File: src/rtl/afe_pkg.sv
// Shared AFE definitions used by both the TX and RX paths.
//   AFE_DW      : ADC/DAC sample width
//   FIFO_W      : packed FIFO word width
//   I_LSB/Q_LSB : field positions of I and Q inside a FIFO word
//   rx_state_e  : receive alignment FSM states
//   sext16      : sign-extend a w-bit value held in the low bits of a 16-bit word
package afe_pkg;

  localparam int unsigned AFE_DW = 12;
  localparam int unsigned FIFO_W = 32;
  localparam int unsigned I_LSB  = 0;
  localparam int unsigned Q_LSB  = 16;

  typedef enum logic {
    RX_HUNT   = 1'b0,
    RX_LOCKED = 1'b1
  } rx_state_e;

  function automatic logic [15:0] sext16(input logic [15:0] x, input int unsigned w);
    logic [15:0] r;
    r = x;
    for (int unsigned b = 0; b < 16; b++) begin
      if (b >= w) r[b] = x[w-1];
    end
    return r;
  endfunction

endpackage

File: src/rtl/afe_rx.sv
// AFE receive path: registers interleaved I/Q ADC samples, aligns to the I/Q
// phase, and writes each well-formed pair as one packed word to the RX FIFO.
// Ports:
//   rx_sclk_2x   : sample clock (2x complex rate), all logic on rising edge
//   reset_n      : synchronous active-low reset
//   rx_en        : receive enable; low forces HUNT and suppresses writes
//   rx_d/rx_sel  : ADC data and phase (1 = I, 0 = Q)
//   rx_fifo_full : FIFO full, checked in the write-decision cycle
//   rx_fifo_clk  : FIFO write clock (same as rx_sclk_2x)
//   rx_fifo_wr   : one-cycle write strobe
//   rx_fifo_data : [15:0] = I, [31:16] = Q, both sign-extended
//   rx_locked    : high while phase-locked
//   rx_sync_err  : one-cycle pulse on a phase error while locked
//   rx_ovf_cnt   : saturating count of pairs dropped because the FIFO was full
module afe_rx
  import afe_pkg::*;
#(
  parameter int unsigned DW       = AFE_DW,
  parameter int unsigned LOCK_CNT = 4,
  parameter int unsigned OVF_W    = 16
) (
  input  logic              rx_sclk_2x,
  input  logic              reset_n,
  input  logic              rx_en,
  input  logic [DW-1:0]     rx_d,
  input  logic              rx_sel,
  input  logic              rx_fifo_full,
  output logic              rx_fifo_clk,
  output logic              rx_fifo_wr,
  output logic [FIFO_W-1:0] rx_fifo_data,
  output logic              rx_locked,
  output logic              rx_sync_err,
  output logic [OVF_W-1:0]  rx_ovf_cnt
);

  localparam int unsigned LCW = $clog2(LOCK_CNT + 1);

  generate
    if (DW > 16) begin : g_dw_illegal
      $error("afe_rx: DW must not exceed 16");
    end
  endgenerate

  rx_state_e         state_q, state_d;
  logic [DW-1:0]     d_q, d_d;
  logic              sel_q, sel_d;
  logic              in_vld_q, in_vld_d;
  logic              prev_sel_q, prev_sel_d;
  logic              prev_vld_q, prev_vld_d;
  logic [DW-1:0]     i_q, i_d;
  logic [LCW-1:0]    lock_cnt_q, lock_cnt_d;
  logic              wr_q, wr_d;
  logic [FIFO_W-1:0] data_q, data_d;
  logic              err_q, err_d;
  logic [OVF_W-1:0]  ovf_q, ovf_d;

  logic phase_err;
  logic pair_done;

  // prev_vld_q qualifies the previous registered sample; clearing it is how a
  // partial I is discarded (reset, rx_en low).
  assign phase_err = in_vld_q && prev_vld_q && (prev_sel_q == sel_q);
  assign pair_done = in_vld_q && prev_vld_q && prev_sel_q && !sel_q;

  always_comb begin
    state_d    = state_q;
    d_d        = rx_d;
    sel_d      = rx_sel;
    in_vld_d   = 1'b1;
    prev_sel_d = prev_sel_q;
    prev_vld_d = prev_vld_q;
    i_d        = i_q;
    lock_cnt_d = lock_cnt_q;
    wr_d       = 1'b0;
    data_d     = data_q;
    err_d      = 1'b0;
    ovf_d      = ovf_q;

    if (!rx_en) begin
      state_d    = RX_HUNT;
      lock_cnt_d = '0;
      prev_vld_d = 1'b0;
    end else if (in_vld_q) begin
      prev_sel_d = sel_q;
      prev_vld_d = 1'b1;
      if (sel_q) i_d = d_q;

      unique case (state_q)
        RX_HUNT: begin
          if (phase_err) begin
            lock_cnt_d = '0;
          end else if (pair_done) begin
            if (lock_cnt_q == LCW'(LOCK_CNT - 1)) begin
              state_d    = RX_LOCKED;
              lock_cnt_d = '0;
            end else begin
              lock_cnt_d = lock_cnt_q + 1'b1;
            end
          end
        end
        RX_LOCKED: begin
          if (phase_err) begin
            state_d    = RX_HUNT;
            lock_cnt_d = '0;
            err_d      = 1'b1;
          end else if (pair_done) begin
            if (rx_fifo_full) begin
              if (ovf_q != '1) ovf_d = ovf_q + 1'b1;
            end else begin
              wr_d                 = 1'b1;
              data_d[I_LSB +: 16]  = sext16(16'(i_q), DW);
              data_d[Q_LSB +: 16]  = sext16(16'(d_q), DW);
            end
          end
        end
        default: state_d = RX_HUNT;
      endcase
    end
  end

  always_ff @(posedge rx_sclk_2x) begin
    if (!reset_n) begin
      state_q    <= RX_HUNT;
      d_q        <= '0;
      sel_q      <= 1'b0;
      in_vld_q   <= 1'b0;
      prev_sel_q <= 1'b0;
      prev_vld_q <= 1'b0;
      i_q        <= '0;
      lock_cnt_q <= '0;
      wr_q       <= 1'b0;
      data_q     <= '0;
      err_q      <= 1'b0;
      ovf_q      <= '0;
    end else begin
      state_q    <= state_d;
      d_q        <= d_d;
      sel_q      <= sel_d;
      in_vld_q   <= in_vld_d;
      prev_sel_q <= prev_sel_d;
      prev_vld_q <= prev_vld_d;
      i_q        <= i_d;
      lock_cnt_q <= lock_cnt_d;
      wr_q       <= wr_d;
      data_q     <= data_d;
      err_q      <= err_d;
      ovf_q      <= ovf_d;
    end
  end

  assign rx_fifo_clk  = rx_sclk_2x;
  assign rx_fifo_wr   = wr_q;
  assign rx_fifo_data = data_q;
  assign rx_locked    = (state_q == RX_LOCKED);
  assign rx_sync_err  = err_q;
  assign rx_ovf_cnt   = ovf_q;

endmodule

File: config.mk
export PLATFORM = sky130hd
export DESIGN_NAME = afe_rx
export DESIGN_NICKNAME = d
export VERILOG_FILES = /design/src/rtl/afe_pkg.sv /design/src/rtl/afe_rx.sv
export SDC_FILE = /design/constraint.sdc
export NUM_CORES = 1
export LEC_CHECK = 0
export CAP_MARGIN = 20
export CORE_MARGIN = 5
export CORE_UTILIZATION = 53
export DETAILED_ROUTE_END_ITERATION = 6
export PLACE_DENSITY = 0.83
export SETUP_SLACK_MARGIN = 0.4
export SLEW_MARGIN = 20
export SYNTH_ARGS = -nofsm -noshare
export SYNTH_HDL_FRONTEND = slang
export SYNTH_SLANG_ARGS = --single-unit
File: constraint.sdc
create_clock -name rx_sclk_2x -period 3.6 [get_ports rx_sclk_2x]
set_input_delay 0.9 -clock rx_sclk_2x [delete_from_list [all_inputs] [get_ports rx_sclk_2x]]
set_output_delay 0.9 -clock rx_sclk_2x [all_outputs]
set_load 0.02 [all_outputs]
* Word level (Yosys, flattened, before mapping)
Index checks and enable logic that the tools add are counted.
** Storage, ports and cells
- Flip-flop bits (word level) :: 78
- Input bits :: 17
- Output and inout bits :: 52
- Word-level logic and storage cells :: 52
** Cells by class
- Add/subtract/negate cells :: 2
- Equality and inequality tests :: 5
- Muxes and demuxes :: 13
- Bitwise logic cells :: 7
- Reductions and logical operators :: 13
** Operators by type and width (number)
- adder 16 x 1 -> 16 bit (second input constant) :: 1
- != test 16 bit (second input constant) :: 1
- 2-to-1 mux 3 bit :: 4
- 2-to-1 mux 1 bit :: 7
- NOT 1 bit :: 7
- AND reduction 7 bit :: 1
- case mux 3 bit (2 select lines) :: 1
- AND reduction 3 bit :: 2
- AND reduction 6 bit :: 1
- OR reduction 6 bit :: 1
- logical AND 1 bit :: 4
- AND reduction 2 bit :: 2
- AND reduction 4 bit :: 1
- adder 3 x 1 -> 3 bit (second input constant) :: 1
- == test 3 x 2 -> 1 bit (second input constant) :: 1
- != test 3 bit (second input constant) :: 1
- != test 2 x 1 -> 1 bit (second input constant) :: 1
- case mux 1 bit (2 select lines) :: 1
- == test 1 bit :: 1
- logical NOT 1 bit :: 1

* Logic depth before layout (Yosys ltp)
Gate-level depths: netlist (run 1).
- Word-level depth :: 6
- Gate-level depth with buffers :: 7
- Depth with buffers taken out :: 5

==> run summary, run 1 <==
run status = finished clean
#FFs+latches synth = 74
Crit Path Class = clock port to output pin
RSZ-0062 raised after global routing = no
most common cell after layout, fill and taps aside = nand2_1
IO Count = 69
Hold WC Path Type = register to register
Slew @ Worst Pin = 565.9 ps
Peak supply drop = 238.3 uV
port buffer count = 68
die width = 83.56 um
final net count = 416
largest net degree at the start of global routing = 50
cell area after synthesis = 2868 sq um
DRT iter0 DRCs = 118
first-pass GRT wire length = 10810 um
initial antenna violation count = 0
Post-Layout Cell Count = 472
post-route ant nets = 0
Syn Area/Cell = 8.410 sq um
final number of setup-violating endpoints = 0
die area = 6982 sq um
register clock-pin slew on the reported worst setup and hold paths = 80 ps
Slew headroom = 61.98%
critical path required time = 2700 ps
Clk Latency, worst-skew pair = 450 ps
Final TNS setup = 0 ps
Inst Count DP = 453
drt first pass iters = 4
GPL Wtd Cong = 0.7887
initial core utilization = 55.44%
grt ovf = 0
Total GRT Usage = 19.08%
die height = 83.56 um
synth warn = 0
DRC = 0
critical path launch point = rx_sclk_2x
Worst Path Max Fanout = 2
Power Total = 1.636 mW
core area = 5172 sq um
Via density = 5.328
Finished Cell Area = 3755 sq um
Slew Limit Fails = 0
crit-path cells = clkbuf_8 > clkbuf_8 > clkdlybuf4s15_2
Arr. time, crit path = 2260 ps
row cnt = 26
final HPWL from detailed placement = 4292 um
crit path launch type = clock port
DR WL/cell = 13.83 um
skew final = 8.234 ps
cell area power density = 435.6 nW/um^2
slowest cell on the critical path = clkdlybuf4s15_2
max-cap violations = 0
routed wire length = 6528 um
Gate Count Post-Synth = 341
worst r2r src = in_vld_q
synth unique cells = 31
CTS tree = yes
max incr delay on CP = 240 ps
placed instance area = 3518 sq um
vias in the first global route = 2372
most frequent cells in the layout = 89 x nand2_1, 74 x dfxtp_1, 67 x clkdlybuf4s50_1
area delta synth->final = 30.93%
Pleak = 1.268 nW
share of layout cells above drive strength 1 = 7.214%
Hold-fix buffers, CTS = 0
Critical Path Most Common Cell = clkbuf_8
beginning of the worst hold path = d_q[0]
final hold slack = 444.8 ps
sequential area share after synthesis = 51.66%
via count = 2515
Final Hold Vio Count = 0
element type at the critical path end = output pin
n_diodes = 0
Syn Nets = 360
## metrics by stage
stage	worst slack (ps)	util [%]
floorplan	766.0	-
global placement	391.5	68.02
detailed placement	391.5	68.02
CTS	426.8	72.59
global route	419.8	72.59
finish	435.1	72.59
## state kept, by name, summed over array words and instances (netlist names)
name / flops
prev_vld_q: 1
rx_fifo_data: 24
lock_cnt_q: 3
d_q: 12
prev_sel_q: 1
rx_sync_err: 1
rx_ovf_cnt: 16
rx_locked: 1
rx_fifo_wr: 1
i_q: 12
sel_q: 1
in_vld_q: 1
## synth_stat cells
library cell	number	area, sq um
and4_1	4	35.03
buf_4	9	67.56
o21ba_2	1	10.01
mux2i_1	5	50.05
a22oi_1	1	7.510
and2_1	14	87.58
nand2b_1	6	37.54
or3_1	3	18.77
nor3_1	3	15.01
nor2_1	9	33.78
nand2_1	89	334.1
buf_2	2	10.01
or2_2	2	12.51
or4_1	7	52.55
clkbuf_1	18	67.56
inv_1	1	3.750
nand4_1	5	31.28
xnor2_1	1	8.760
nand4b_4	1	23.77
dfxtp_1	74	1481
nand3_1	13	65.06
nor4_1	4	25.02
and3_2	1	7.510
a21oi_1	50	250.2
and3_1	1	6.260
or3_2	1	7.510
ha_1	2	25.02
nor2b_1	1	6.260
o21ai_0	5	25.02
nor4b_1	1	8.760
o31ai_1	7	52.55
## area by class of cell
class,instances,area [sq um]
Inverter,1,3.754
Tap cell,70,87.58
Clock inverter,6,66.31
Sequential cell,74,1481
Multi-Input combinational cell,237,1242
Fill cell,403,1418
Timing Repair Buffer,70,693.2
Clock buffer,14,180.2
## path summary, 6_finish.rpt
check / to / slack, ps / depth (start not counted)
min: rx_fifo_data[16] / 440 / 2
max: rx_fifo_clk / 440 / 3
min reg2reg: rx_fifo_data[16] / 440 / 2
max reg2reg: rx_ovf_cnt[11] / 1540 / 4
## where the power goes
group / switching [mW] / internal, mW / leakage (nW)
sequential: 0.00686 / 0.829 / 0.600
clock: 0.342 / 0.409 / 0.127
combinational: 0.0242 / 0.0247 / 0.541
## cells by family (layout without fill, tap and decap cells)
group                    Yosys count  count (layout)  share of synthesized area, %
adder cells (fa/ha/maj)            2               2                        0.8725
flip-flops                        74              74                         51.66
buffers and inverters             30              91                         5.192
AO/OA/AOI/OAI                     64              64                         12.04
multiplexers                       5               5                         1.745
AND/OR/NAND/NOR                  165             165                         28.18
XOR/XNOR                           1               1                        0.3055
## critical path: cells and delay by family
kind	cells	cell delay, ps
buffers and inverters	3	470
## routing by layer
metal / track usage [%] / vias up / wire length [um]
met5: 0 / - / 0
met4: 8.918 / 0 / 107
met3: 6.022 / 10 / 343
met2: 31.81 / 78 / 3212
met1: 22.19 / 1156 / 2864
li1: - / 1271 / -
## timing repair
item / in CTS / in global routing
setup buffers: 0 / 0
resized for setup: 3 / 0
setup endpoints to repair: 1 / 0
Note: power is estimated with default switching activity, not from simulation.
==> inputs of run 2 (changes only) <==
==> constraint.sdc (replaced) <==
create_clock -name rx_sclk_2x -period 3.72 [get_ports rx_sclk_2x]
set_input_delay 0.93 -clock rx_sclk_2x [delete_from_list [all_inputs] [get_ports rx_sclk_2x]]
set_output_delay 0.93 -clock rx_sclk_2x [all_outputs]
set_load 0.02 [all_outputs]
==> run summary, run 2 (synthesis gave the netlist of run 1 again) <==
run status = finished clean
share of layout cells above drive strength 1 = 6.948% (-0.27 points)
Final TNS setup = 0 ps (unchanged)
DRT iter0 DRCs = 138 (+17%)
DR WL/cell = 13.67 um (-1.2%)
Sw Share = 20.32% (-2.5 points)
Multi-input gate area = 1242 sq um (unchanged)
Register Area = 1481 sq um (unchanged)
crit-path cells = clkbuf_8 > clkbuf_8 > clkdlybuf4s15_1
max incr delay on CP = 270 ps (+30 ps)
critical path required time = 2790 ps (+90 ps)
Sw Pwr = 350.4 uW (-6.2%)
die area = 6982 sq um (unchanged)
worst path bufs/invs = 3 (unchanged)
initial antenna violation count = 0 (unchanged)
Hold WC Path Type = register to register
final HPWL from detailed placement = 4222 um (-1.6%)
element type at the critical path end = output pin
Worst Hold End = rx_fifo_data[4]
first-pass GRT wire length = 10720 um (-0.83%)
Clk Latency, worst-skew pair = 440 ps (about the same)
path depth of the worst reg2reg path = 4 (unchanged)
vias in the first global route = 2374 (+0.084%)
Comb power frac = 2.8% (-0.2 points)
routed wire length = 6464 um (-0.98%)
Worst Path Max Fanout = 2 (unchanged)
IO Count = 69 (unchanged)
CTS tree = yes
n_diodes = 0 (unchanged)
crit path launch type = clock port
largest net degree at the start of global routing = 30 (-40%)
GPL Wtd Cong = 0.7841 (-0.58%)
beginning of the worst hold path = i_q[4]
Slew @ Worst Pin = 897.8 ps (+331.9 ps)
core area = 5172 sq um (unchanged)
area delta synth->final = 32.90%
filler cell count = 375 (-6.9%)
die width = 83.56 um (unchanged)
Via density = 5.349 (+0.38%)
DRC = 0 (unchanged)
grt ovf = 0 (unchanged)
clock share of power = 50.3% (+4.4 points)
final number of setup-violating endpoints = 0 (unchanged)
final net count = 417 (+0.24%)
cell area power density = 452.4 nW/um^2 (+3.9%)
Post-Layout Cell Count = 473 (+0.21%)
Crit Path Class = clock port to output pin
worst setup margin = 432.4 ps (-2.718 ps)
Pleak = 1.293 nW (+2.0%)
Total GRT Usage = 18.88% (-0.20 points)
max FFs per register = 24 (unchanged)
hold path cells = 2 (unchanged)
Critical Path Most Common Cell = clkbuf_8
Final Hold Vio Count = 0 (unchanged)
Slew Limit Fails = 0 (unchanged)
most frequent cells in the layout = 89 x nand2_1, 74 x dfxtp_1, 67 x clkdlybuf4s50_1
worst r2r src = in_vld_q
most common cell after layout, fill and taps aside = nand2_1
Int Pwr = 1.374 mW (+8.8%)
skew final = 8.450 ps (+0.2159 ps)
post-route ant nets = 0 (unchanged)
max-cap violations = 0 (unchanged)
drt first pass iters = 4 (unchanged)
row cnt = 26 (unchanged)
worst slack, placed = 421.5 ps (+30.00 ps)
register clock-pin slew on the reported worst setup and hold paths = 70 ps (about the same)
RSZ-0062 raised after global routing = no
via count = 2530 (+0.60%)
r2r setup slk = 1660 ps (+120 ps)
initial core utilization = 55.44% (unchanged)
die height = 83.56 um (unchanged)
Arr. time, crit path = 2360 ps (+100 ps)
reg2reg end = rx_ovf_cnt[11]
port buffer count = 68 (unchanged)
Seq pwr share = 46.9% (-4.2 points)
Slew headroom = 40.08% (-22 points)
largest delay contributor family on the critical path = buffers and inverters
total setup buffers inserted after CTS = 0 (unchanged)
Peak supply drop = 298.2 uV (+25%)
Inst Count DP = 454 (+0.22%)
slowest cell on the critical path = clkdlybuf4s15_1
==> run 2: final cells by class <==
| type | instances | share of cell area, % |
|---|---|---|
| clock buffer | 16 | 5.154 |
| inverter | 1 | 0.09849 |
| multi-input combinational | 237 | 32.60 |
| timing repair buffer | 71 | 18.38 |
| tap | 70 | 2.298 |
| sequential | 74 | 38.87 |
| clock inverter | 4 | 2.594 |
==> run 2: power by group through the flow <==
| stage | Sequential (mW) | Combinational (mW) | Clock (mW) |
|---|---|---|---|
| 3_3_place_gp | 0.827 | 0.0473 | 0.0361 |
| 3_5_place_dp | 0.828 | 0.0483 | 0.0361 |
| 2_1_floorplan | 0.826 | 0.0246 | 0.0314 |
| 5_1_grt | 0.810 | 0.0527 | 0.925 |
| 6_report | 0.809 | 0.0480 | 0.867 |
| 4_1_cts | 0.809 | 0.0487 | 0.884 |
==> run 2: metal layers <==
layer  wire (um)  track usage (%)
met5           0                0
met4          87            9.649
met3         459            6.417
met2        3182            30.87
met1        2735            21.85
==> run 2: worst max-delay path by stage <==
stage / from / cells past startpoint / endpoint / slack, ps
after floorplan: rx_sclk_2x / 1 / rx_fifo_clk / 800
after global placement: rx_sclk_2x / 1 / rx_fifo_clk / 420
after detailed placement: rx_sclk_2x / 1 / rx_fifo_clk / 420
after CTS: rx_sclk_2x / 3 / rx_fifo_clk / 420
after global routing: rx_sclk_2x / 3 / rx_fifo_clk / 410
final: rx_sclk_2x / 3 / rx_fifo_clk / 430
==> run 2: worst min-delay path, delay by kind of cell (launching register included) <==
kind	cells	cell delay [ps]
DFF	1	310
and+or+nand+nor	1	50
AOI/OAI and AO/OA	1	50
==> run 2: what timing repair did <==
action | 4_1_cts | 5_1_grt
endpoints found under the setup margin | 1 | 0
hold buffers | 0 | 0
resized for setup | 2 | 0
==> run 2: stage by stage <==
| step | util [%] | cell area, sq um | hold slack, ps | power (mW) |
|---|---|---|---|---|
| after global routing | 73.68 | 3811 | 464.6 | 1.788 |
| after floorplan | - | 2868 | 427.7 | 0.8821 |
| after CTS | 73.68 | 3811 | 451.2 | 1.742 |
| final | 73.68 | 3811 | 452.7 | 1.724 |
| after detailed placement | 68.17 | 3526 | 443.2 | 0.9120 |
| after global placement | 68.17 | 3526 | 438.3 | 0.9104 |
==> inputs of run 3 (changes only) <==
--- a/config.mk
+++ b/config.mk
@@ -5,11 +5,12 @@
 export SDC_FILE = /design/constraint.sdc
 export NUM_CORES = 1
 export LEC_CHECK = 0
+export ABC_AREA = 1
 export CAP_MARGIN = 20
 export CORE_MARGIN = 5
-export CORE_UTILIZATION = 53
+export CORE_UTILIZATION = 52
 export DETAILED_ROUTE_END_ITERATION = 6
-export PLACE_DENSITY = 0.83
+export PLACE_DENSITY = 0.81
 export SETUP_SLACK_MARGIN = 0.4
 export SLEW_MARGIN = 20
 export SYNTH_ARGS = -nofsm -noshare
==> run summary, run 3 <==
Sw Pwr = 369.7 uW (+5.5%)
Pleak = 1.573 nW (+22%)
worst setup margin = 433.2 ps (+0.7800 ps)
routed wl met2 = 3172 um (-0.31%)
Slew Limit Fails = 0 (unchanged)
Sw Share = 22.04% (+1.7 points)
Hold WC Path Type = register to register
Primary FF master, synth = dfxtp_1
CTS tree = yes
Synth top area share = 50.73% (-0.93 points)
Int Pwr = 1.308 mW (-4.8%)
routed length on met3 = 404 um (-12%)
Final Hold Vio Count = 0 (unchanged)
skew final = 7.312 ps (-1.138 ps)
crit path launch type = clock port
die height = 84.94 um (+1.7%)
total setup buffers inserted after CTS = 0 (unchanged)
DRC = 0 (unchanged)
drt first pass iters = 4 (unchanged)
Seq pwr share = 48.3% (+1.4 points)
Final TNS setup = 0 ps (unchanged)
most frequent cell after synthesis = nand2_1
most common cell after layout, fill and taps aside = nand2_1
worst slack, placed = 421.5 ps (unchanged)
Total GRT Usage = 19.52% (+0.64 points)
Via density = 4.957 (-7.3%)
Worst Path Max Fanout = 2 (unchanged)
first-pass GRT wire length = 11100 um (+3.5%)
max FFs per register = 24 (unchanged)
final number of setup-violating endpoints = 0 (unchanged)
element type at the critical path end = output pin
row cnt = 27 (+3.8%)
clock share of power = 48.5% (-1.8 points)
vias in the first global route = 2426 (+2.2%)
n_diodes = 0 (unchanged)
Post-synth EDFFs = 0 (unchanged)
synth unique cells = 23 (-26%)
RSZ-0062 raised after global routing = no
Inst Count DP = 516 (+14%)
area delta synth->final = 31.75%
final net count = 477 (+14%)
Comb power frac = 3.2% (+0.4 points)
most area-hungry cell type in the Yosys netlist = dfxtp_1
Slew headroom = 61.67% (+22 points)
Peak supply drop = 324.2 uV (+8.7%)
sequential area share after synthesis = 50.73% (-0.93 points)
DR WL/cell = 12.43 um (-9.0%)
register clock-pin slew on the reported worst setup and hold paths = 80 ps (about the same)
DRT iter0 DRCs = 139 (+0.72%)
top post-synthesis cells by count = 76 x nand2_1, 74 x dfxtp_1, 67 x nor2_1, 42 x inv_1, 41 x a21oi_1
max layer used = met4
final HPWL from detailed placement = 4479 um (+6.1%)
Post-Layout Cell Count = 535 (+13%)
Crit Path Class = clock port to output pin
synth warn = 0 (unchanged)
asr flop ratio synth = 0% (unchanged)
critical path required time = 2790 ps (about the same)
Syn Area/Cell = 7.374 sq um (-12%)
initial core utilization = 53.36% (-2.1 points)
cell area after synthesis = 2920 sq um (+1.8%)
most frequent cells in the layout = 76 x nand2_1, 74 x dfxtp_1, 67 x nor2_1
IO Count = 69 (unchanged)
run status = finished clean
die area = 7215 sq um (+3.3%)
final hold slack = 450.8 ps (-1.948 ps)
die width = 84.94 um (+1.7%)
max-cap violations = 0 (unchanged)
via count = 2652 (+4.8%)
Post-Route M1 WL = 2966 um (+8.4%)
cell area power density = 435.9 nW/um^2 (-3.6%)
largest cells by area after synthesis = dfxtp_1 51%, nand2_1 9.8%, nor2_1 8.6%
routed wire length = 6651 um (+2.9%)
grt ovf = 0 (unchanged)
Arr. time, crit path = 2360 ps (about the same)
core area = 5473 sq um (+5.8%)
post-route ant nets = 0 (unchanged)
Clk Latency, worst-skew pair = 460 ps (+20 ps)
port buffer count = 68 (unchanged)
initial antenna violation count = 0 (unchanged)
Slew @ Worst Pin = 574.3 ps (-323.5 ps)
GPL Wtd Cong = 0.8649 (+10%)
Syn Nets = 415 (+15%)
Hold-fix buffers, CTS = 0 (unchanged)
placed instance area = 3580 sq um (+1.5%)
Gate Count Post-Synth = 396 (+16%)
largest net degree at the start of global routing = 37 (+23%)
#FFs+latches synth = 74 (unchanged)
Finished Cell Area = 3847 sq um (+0.95%)
share of layout cells above drive strength 1 = 6.695% (-0.25 points)
[run 3: cell types whose count changed after synthesis, moves of 9 or more]
cell,previous run,this run
clkbuf_1,18,9
a21oi_1,50,41
and2_1,14,0
nand2_1,89,76
nor2_1,9,67
o21ai_0,5,35
inv_1,1,42
[run 3: cell type report]
| cell class | count | area (sq um) |
|---|---|---|
| Timing Repair Buffer | 70 | 688.2 |
| Clock inverter | 6 | 88.84 |
| Multi-Input combinational cell | 254 | 1141 |
| Tap cell | 72 | 90.09 |
| Clock buffer | 14 | 188.9 |
| Fill cell | 440 | 1625 |
| Sequential cell | 74 | 1481 |
| Inverter | 45 | 168.9 |
[run 3: path summary, 6_finish.rpt]
| path | startpoint | endpoint | slack, ps | cells past startpoint |
|---|---|---|---|---|
| worst min-delay path | i_q[10] | rx_fifo_data[10] | 450 | 2 |
| worst max register to register | in_vld_q | rx_fifo_data[9] | 1880 | 7 |
| worst max-delay path | rx_sclk_2x | rx_fifo_clk | 430 | 3 |
| worst min register to register | i_q[10] | rx_fifo_data[10] | 450 | 2 |
[run 3: critical path, cell delays in order]
cell and delay [ps]:
clkbuf_8 110, clkbuf_8 120, clkdlybuf4s15_1 270
[run 3: layer usage]
layer  vias up  track usage (%)
met5         -                0
met2        78            30.65
met4         0            8.777
met3        12            8.641
li1       1367                -
met1      1195            22.96
[run 3: metrics by stage]
| stage | power, mW | util (%) |
|---|---|---|
| finish | 1.677 | 70.30 |
| global route | 1.748 | 70.30 |
| CTS | 1.691 | 70.30 |
| detailed placement | 0.9184 | 65.41 |
| global placement | 0.9170 | 65.41 |
| floorplan | 0.8884 | - |
[run 3: kinds of logic (layout without fill, tap and decap cells)]
family,Yosys count,after routing,synth area share [%]
buffers and inverters,68,135,10.20
adders and majority gates,2,2,0.8568
xor gates and xnor gates,2,2,0.5999
and+or+nand+nor,172,172,24.21
AOI/OAI and AO/OA,78,78,13.41
DFF,74,74,50.73
[run 3: power by group through the flow]
stage	Sequential, mW	Clock [mW]	Combinational (mW)
5_1_grt	0.812	0.876	0.0600
4_1_cts	0.811	0.826	0.0535
3_3_place_gp	0.829	0.0361	0.0516
2_1_floorplan	0.828	0.0314	0.0290
3_5_place_dp	0.829	0.0361	0.0528
6_report	0.811	0.813	0.0532
[run 3: timing repair]
item                                    in CTS  in global routing
gates resized for setup                      2                  0
hold endpoints to repair                     0                  0
endpoints found under the setup margin       1                  0
